File: config.mk
export PLATFORM = sky130hd
export DESIGN_NAME = tone_sample_gen
export DESIGN_NICKNAME = d
export VERILOG_FILES = /design/src/rtl/tone_sample_gen_pkg.sv /design/src/rtl/tone_sample_gen_osc.sv /design/src/rtl/tone_sample_gen.sv
export SDC_FILE = /design/constraint.sdc
export NUM_CORES = 1
export LEC_CHECK = 0
export CAP_MARGIN = 20
export CORE_ASPECT_RATIO = 1.4
export CORE_MARGIN = 2
export CORE_UTILIZATION = 52
export CTS_CLUSTER_DIAMETER = 60
export DETAILED_ROUTE_END_ITERATION = 8
export PLACE_DENSITY_LB_ADDON = 0.12
export REMOVE_ABC_BUFFERS = 1
export SYNTH_ARGS = -nofsm -noshare
export SYNTH_HDL_FRONTEND = slang
export SYNTH_SLANG_ARGS = --single-unit
File: constraint.sdc
create_clock -name clk -period 4.6 [get_ports clk]
set_input_delay 0.92 -clock clk [delete_from_list [all_inputs] [get_ports clk]]
set_output_delay 0.92 -clock clk [all_outputs]
set_load 0.01 [all_outputs]
File: src/rtl/tone_sample_gen_pkg.sv
// Shared widths, envelope-state encoding and default ceiling for the tone
// sample generator and its oscillator.
package tone_sample_gen_pkg;

    localparam int AMP_W           = 15;
    localparam int DIV_W           = 20;
    localparam int SAMPLE_W        = 16;
    localparam int AMP_MAX_DEFAULT = 32767;

    typedef enum logic [1:0] {
        ENV_IDLE    = 2'd0,
        ENV_ATTACK  = 2'd1,
        ENV_SUSTAIN = 2'd2,
        ENV_RELEASE = 2'd3
    } env_state_e;

endpackage

File: src/rtl/tone_sample_gen_osc.sv
// Free-running square-wave oscillator: phase toggles every note_div clocks,
// held at zero while note_div is zero.
module square_osc
    import tone_sample_gen_pkg::*;
(
    input  logic             clk,
    input  logic             rst_n,
    input  logic [DIV_W-1:0] note_div,
    output logic             phase
);

    logic [DIV_W-1:0] r_cnt;
    logic             r_phase;

    // The >= compare makes a newly lowered note_div wrap at once instead of overrunning.
    always_ff @(posedge clk or negedge rst_n) begin
        if (!rst_n) begin
            r_cnt   <= '0;
            r_phase <= 1'b0;
        end else if (note_div == '0) begin
            r_cnt   <= '0;
            r_phase <= 1'b0;
        end else if (r_cnt >= note_div - DIV_W'(1)) begin
            r_cnt   <= '0;
            r_phase <= ~r_phase;
        end else begin
            r_cnt   <= r_cnt + DIV_W'(1);
        end
    end

    assign phase = r_phase;

endmodule

File: src/rtl/tone_sample_gen.sv
// Tone sample generator: square oscillator shaped by an attack/sustain/release
// envelope, scaled by volume and registered as a stereo frame per sample_tick.
module tone_sample_gen
    import tone_sample_gen_pkg::*;
#(
    parameter int ATTACK_STEP  = 4096,
    parameter int RELEASE_STEP = 2048,
    parameter int AMP_MAX      = AMP_MAX_DEFAULT
) (
    input  logic             clk,
    input  logic             rst_n,
    input  logic             sample_tick,
    input  logic             key_on,
    input  logic [DIV_W-1:0] note_div,
    input  logic [3:0]       vol,
    output logic [31:0]      audio_out,
    output logic             active,
    output logic [1:0]       env_state
);

    localparam int SUM_W = AMP_W + 2;
    localparam logic [SUM_W-1:0] ATT_V = SUM_W'(ATTACK_STEP);
    localparam logic [SUM_W-1:0] REL_V = SUM_W'(RELEASE_STEP);
    localparam logic [SUM_W-1:0] MAX_V = SUM_W'(AMP_MAX);

    env_state_e          r_state;
    logic [AMP_W-1:0]    r_amp;
    logic [31:0]         r_audio;

    logic                w_phase;
    logic [SUM_W-1:0]    w_amp_ext;
    logic [SUM_W-1:0]    w_attack_sum;
    logic                w_attack_sat;
    logic                w_release_done;
    logic [AMP_W-1:0]    w_release_diff;
    logic [4:0]          w_vol_scale;
    logic [19:0]         w_product;
    logic [SAMPLE_W-1:0] w_mag;
    logic [SAMPLE_W-1:0] w_sample;

    square_osc u_osc (
        .clk      (clk),
        .rst_n    (rst_n),
        .note_div (note_div),
        .phase    (w_phase)
    );

    assign w_amp_ext      = SUM_W'(r_amp);
    assign w_attack_sum   = w_amp_ext + ATT_V;
    assign w_attack_sat   = (w_attack_sum >= MAX_V);
    assign w_release_done = (w_amp_ext <= REL_V);
    assign w_release_diff = r_amp - REL_V[AMP_W-1:0];

    // Volume 15 maps to a x16 factor so the >>4 leaves full-scale amp untouched.
    assign w_vol_scale = {1'b0, vol} + 5'd1;
    assign w_product   = 20'(r_amp) * 20'(w_vol_scale);
    assign w_mag       = (note_div == '0) ? '0 : w_product[19:4];
    assign w_sample    = w_phase ? w_mag : (SAMPLE_W'(0) - w_mag);

    always_ff @(posedge clk or negedge rst_n) begin
        if (!rst_n) begin
            r_state <= ENV_IDLE;
            r_amp   <= '0;
            r_audio <= '0;
        end else if (sample_tick) begin
            r_audio <= {w_sample, w_sample};
            case (r_state)
                ENV_IDLE: begin
                    r_amp <= '0;
                    if (key_on) r_state <= ENV_ATTACK;
                end
                ENV_ATTACK: begin
                    if (!key_on) begin
                        r_state <= ENV_RELEASE;
                    end else if (w_attack_sat) begin
                        r_amp   <= MAX_V[AMP_W-1:0];
                        r_state <= ENV_SUSTAIN;
                    end else begin
                        r_amp   <= w_attack_sum[AMP_W-1:0];
                    end
                end
                ENV_SUSTAIN: begin
                    if (!key_on) r_state <= ENV_RELEASE;
                end
                ENV_RELEASE: begin
                    if (key_on) begin
                        r_state <= ENV_ATTACK;
                    end else if (w_release_done) begin
                        r_amp   <= '0;
                        r_state <= ENV_IDLE;
                    end else begin
                        r_amp   <= w_release_diff;
                    end
                end
                default: r_state <= ENV_IDLE;
            endcase
        end
    end

    assign audio_out = r_audio;
    assign env_state = r_state;
    assign active    = (r_state != ENV_IDLE);

endmodule

==> implementation parameters <==
Parameter                              Value

Synthesis
  Instance count of the mapped netlist    581
  Post-synthesis sequential area ratio    22.55%
  Post-synthesis area per instance    8.405 sq um
  Distinct cell type count of the synthesized netlist    60
  Synthesized flop and latch total    44
  Number of synthesized flops with an enable pin    0
  Most used flip-flop cell after synthesis    sky130_fd_sc_hd__dfrtp_1
  Cell Area, Synth    4883 sq um
  Fraction of registers with async set or reset after synthesis    100.0%
  Number of warnings issued by yosys    0

Floorplan
  Initial core utilization    53.78%
  Io pins    63
  Area of the die    10190 sq um
  Horizontal extent of the die    85.90 um
  Placeable core region    9080 sq um
  Y dimension of the die    118.7 um
  Std-Cell Rows    41

Timing
  Min Clock Period, post-route    5213 ps
  Fmax    0.1918 GHz
  Final hold viol count    0
  Tcrit/Tclk final    113.3%
  Setup WS post-layout    -613.2 ps
  Pins over their slew limit    0
  Worst slew margin    32.12%
  Clock skew after layout    2.275 ps
  Measured slew at the worst slew-check pin    1018 ps
  Setup-failing EPs final    15
  Setup repair after global routing missed its margin    yes
  Setup Total Neg Slack    -6063 ps
  Final hold slack    428.5 ps

Clocking
  Clock Sinks    44
  Worst-skew pair later-pin latency    290 ps
  Clock Path Buffers    2
  Clock tree from TritonCTS    done
  Number of levels the H-tree was split into    2
  CTS Hold Buffers Added    0
  Clock transition at the registers of the reported paths    60 ps
  Total clock buffers created by CTS    5
  Root Buffer    sky130_fd_sc_hd__clkbuf_16

GRT
  Number of antenna violations at the first check in global routing    0
  Via count of the first global-routing pass    4657
  Wire length of the first global-routing pass    20.36 mm
  Combined global-route utilization of all metal layers    24.66%
  Remaining Overflow, GRT    0
  Largest net degree at the start of global routing    45

Power and ir drop
  Internal portion of total power    2.131 mW
  Proportion of power drawn by flip-flops and latches    17.0%
  VDD IR max    0.2336 mV
  Sw frac    42.17%
  LEAKAGE    3.303 nW
  Net switching power    1.554 mW
  Power share of the clock group    11.5%
  Combinational share of power    71.6%
  P per Cell Area    536.2 nW/um^2

Placed design
  Gp weighted congestion    0.8373
  Number of buffers added on ports    62
  Post-place instance area    6115 sq um
  DPL Wire Length    9.400 mm
  Inst Count DP    809
  Setup WS pre-CTS    -1582 ps

Final layout
  Net count of the finished layout    830
  N_diodes    0
  Fraction of final layout cells with drive strength greater than 1    26.17%
  Number of standard cells in the final layout excluding fillers    833
  Layout overhead on the synthesized area    40.74%
  Final design area excluding fillers    6873 sq um

Run
  Count of max-cap constraint violations    0

Route
  Residual DRC    7
  Vias per cell    5.551
  Routed wire length per instance    15.14 um
  Total via count in the routed design    4624
  Number of violations reported at the end of detailed-routing iteration 0    212
  DRT Pass-1 Iters    8
  Post-route antenna net violation count    0
  Post-detailed-routing wire length    12.61 mm

Setup path
  Highest net fanout along the worst path    6
  Critical path endpoint category    flop
  Required @ worst endpoint    4830 ps
  Worst Setup Path Type    input pin to flop
  Data arrival time of the critical path    5440 ps
  Nature of the critical path startpoint    input pin
  Setup slack, reg-to-reg    -70 ps

Hold path
  Class of the tightest hold or removal check    input pin to asynchronous set/reset pin

Run status
  Violated checks    design-rule violations, negative setup slack
  Outcome    finished, violations left
==> synthesized netlist by cell type, drive strengths merged (3+ instances only) <==
library cell / count / share of area (%)
a211oi: 5 / 0.77
a21o: 11 / 1.7
a21oi: 45 / 5.0
a31oi: 7 / 0.90
and2: 13 / 1.7
and3: 8 / 1.0
and4: 4 / 0.72
buf: 20 / 3.1
clkbuf: 11 / 0.85
dfrtp: 44 / 23
fa: 17 / 7.0
ha: 60 / 15
inv: 45 / 3.5
nand2: 50 / 3.8
nand2b: 7 / 0.90
nand3: 15 / 1.5
nand4: 6 / 0.77
nor2: 66 / 5.1
nor2b: 8 / 1.1
nor3: 9 / 1.0
nor4: 7 / 1.0
o211ai: 5 / 0.77
o21a: 3 / 0.46
o21ai: 21 / 2.2
or3: 4 / 0.51
xnor2: 30 / 5.4
xor2: 30 / 5.4
==> layout by cell type (no fill, tap or decap), types with 6 or more instances in the layout <==
| cell | Yosys | routed |
|---|---|---|
| sky130_fd_sc_hd__buf_4 | 16 | 96 |
| sky130_fd_sc_hd__nor2_1 | 66 | 63 |
| sky130_fd_sc_hd__clkdlybuf4s50_1 | 0 | 57 |
| sky130_fd_sc_hd__ha_1 | 60 | 56 |
| sky130_fd_sc_hd__nand2_1 | 50 | 47 |
| sky130_fd_sc_hd__dfrtp_1 | 44 | 44 |
| sky130_fd_sc_hd__inv_1 | 45 | 41 |
| sky130_fd_sc_hd__a21oi_1 | 42 | 34 |
| sky130_fd_sc_hd__xor2_1 | 30 | 28 |
| sky130_fd_sc_hd__xnor2_1 | 30 | 25 |
| sky130_fd_sc_hd__o21ai_0 | 19 | 16 |
| sky130_fd_sc_hd__fa_1 | 17 | 16 |
| sky130_fd_sc_hd__nand3_1 | 15 | 14 |
| sky130_fd_sc_hd__a21o_1 | 11 | 11 |
| sky130_fd_sc_hd__and2_1 | 13 | 11 |
| sky130_fd_sc_hd__buf_6 | 2 | 10 |
| sky130_fd_sc_hd__nand2b_1 | 7 | 7 |
| sky130_fd_sc_hd__and3_1 | 8 | 7 |
| sky130_fd_sc_hd__nor2b_1 | 7 | 6 |
| sky130_fd_sc_hd__nand4_1 | 6 | 6 |
| sky130_fd_sc_hd__a21oi_2 | 2 | 6 |
==> repair_timing <==
action | 4_1_cts | 5_1_grt
setup buffers | 12 | 5
gates cloned | 0 | 1
endpoints found under the setup margin | 33 | 36
gates resized for setup | 83 | 35
pin swaps | 56 | 39
==> final timing paths <==
check,from,endpoint,cells past startpoint
worst max-delay path,vol[1],audio_out[30],19
worst min-delay path,rst_n,audio_out[19],1
worst max register to register,r_amp[9],audio_out[30],16
worst min register to register,u_osc.r_cnt[0],u_osc.r_cnt[0],1
max in group asynchronous,rst_n,r_amp[9],2
min in group clk,u_osc.r_cnt[0],u_osc.r_cnt[0],1
==> power by group through the flow <==
stage                     registers (mW)  clock network, mW  logic (mW)
after floorplan                    0.674                  0        1.15
after global placement             0.625                  0        2.10
after detailed placement           0.628                  0        2.16
after CTS                          0.626              0.427        2.47
after global routing               0.643              0.445        2.87
final                              0.625              0.423        2.64
==> cells by family after synthesis <==
family	after synthesis	synth area share, %
AOI/OAI and AO/OA	115	15.30
xor gates and xnor gates	60	10.76
adders and majority gates	77	22.34
buffers and inverters	76	7.430
DFF	44	22.55
muxes	2	0.6917
and+or+nand+nor	207	20.93
==> critical path, cell delays in order <==
cell	delay [ps]
sky130_fd_sc_hd__buf_8	110
sky130_fd_sc_hd__ha_4	170
sky130_fd_sc_hd__and3_4	150
sky130_fd_sc_hd__and2_4	160
sky130_fd_sc_hd__inv_4	60
sky130_fd_sc_hd__fa_2	460
sky130_fd_sc_hd__fa_1	600
sky130_fd_sc_hd__inv_2	50
sky130_fd_sc_hd__fa_1	560
sky130_fd_sc_hd__ha_4	220
sky130_fd_sc_hd__buf_4	170
sky130_fd_sc_hd__a221o_2	500
sky130_fd_sc_hd__buf_6	150
sky130_fd_sc_hd__nor3_2	180
sky130_fd_sc_hd__o31a_1	170
sky130_fd_sc_hd__nor2b_4	180
sky130_fd_sc_hd__inv_1	70
sky130_fd_sc_hd__or4_1	470
sky130_fd_sc_hd__nand3_1	80
==> state kept, by name, indices dropped and copies added (netlist names) <==
signal,count
audio_out,16
env_state,2
r_amp,5
u_osc.phase,1
u_osc.r_cnt,20
==> layer usage <==
layer  vias up  wire, um  track usage [%]
li1       2267         -                -
met1      2220      4616            26.29
met2        97      7139            46.22
met3        40       266            2.025
met4         0       591            13.59
met5         -         0                0
==> final cells by class <==
type	count	area (sq um)
Multi-Input combinational cell	461	3822
Tap cell	107	133.9
Inverter	45	173.9
Sequential cell	44	1101
Timing Repair Buffer	168	1464
Fill cell	632	2207
Clock inverter	2	38.79
Clock buffer	6	138.9
==> metrics by stage <==
stage / power [mW] / util (%)
6_report: 3.685 / 75.69
3_5_place_dp: 2.784 / 67.34
2_1_floorplan: 1.825 / -
4_1_cts: 3.520 / 73.28
5_1_grt: 3.957 / 75.69
3_3_place_gp: 2.729 / 67.34
(Power assumes the default switching activity.)
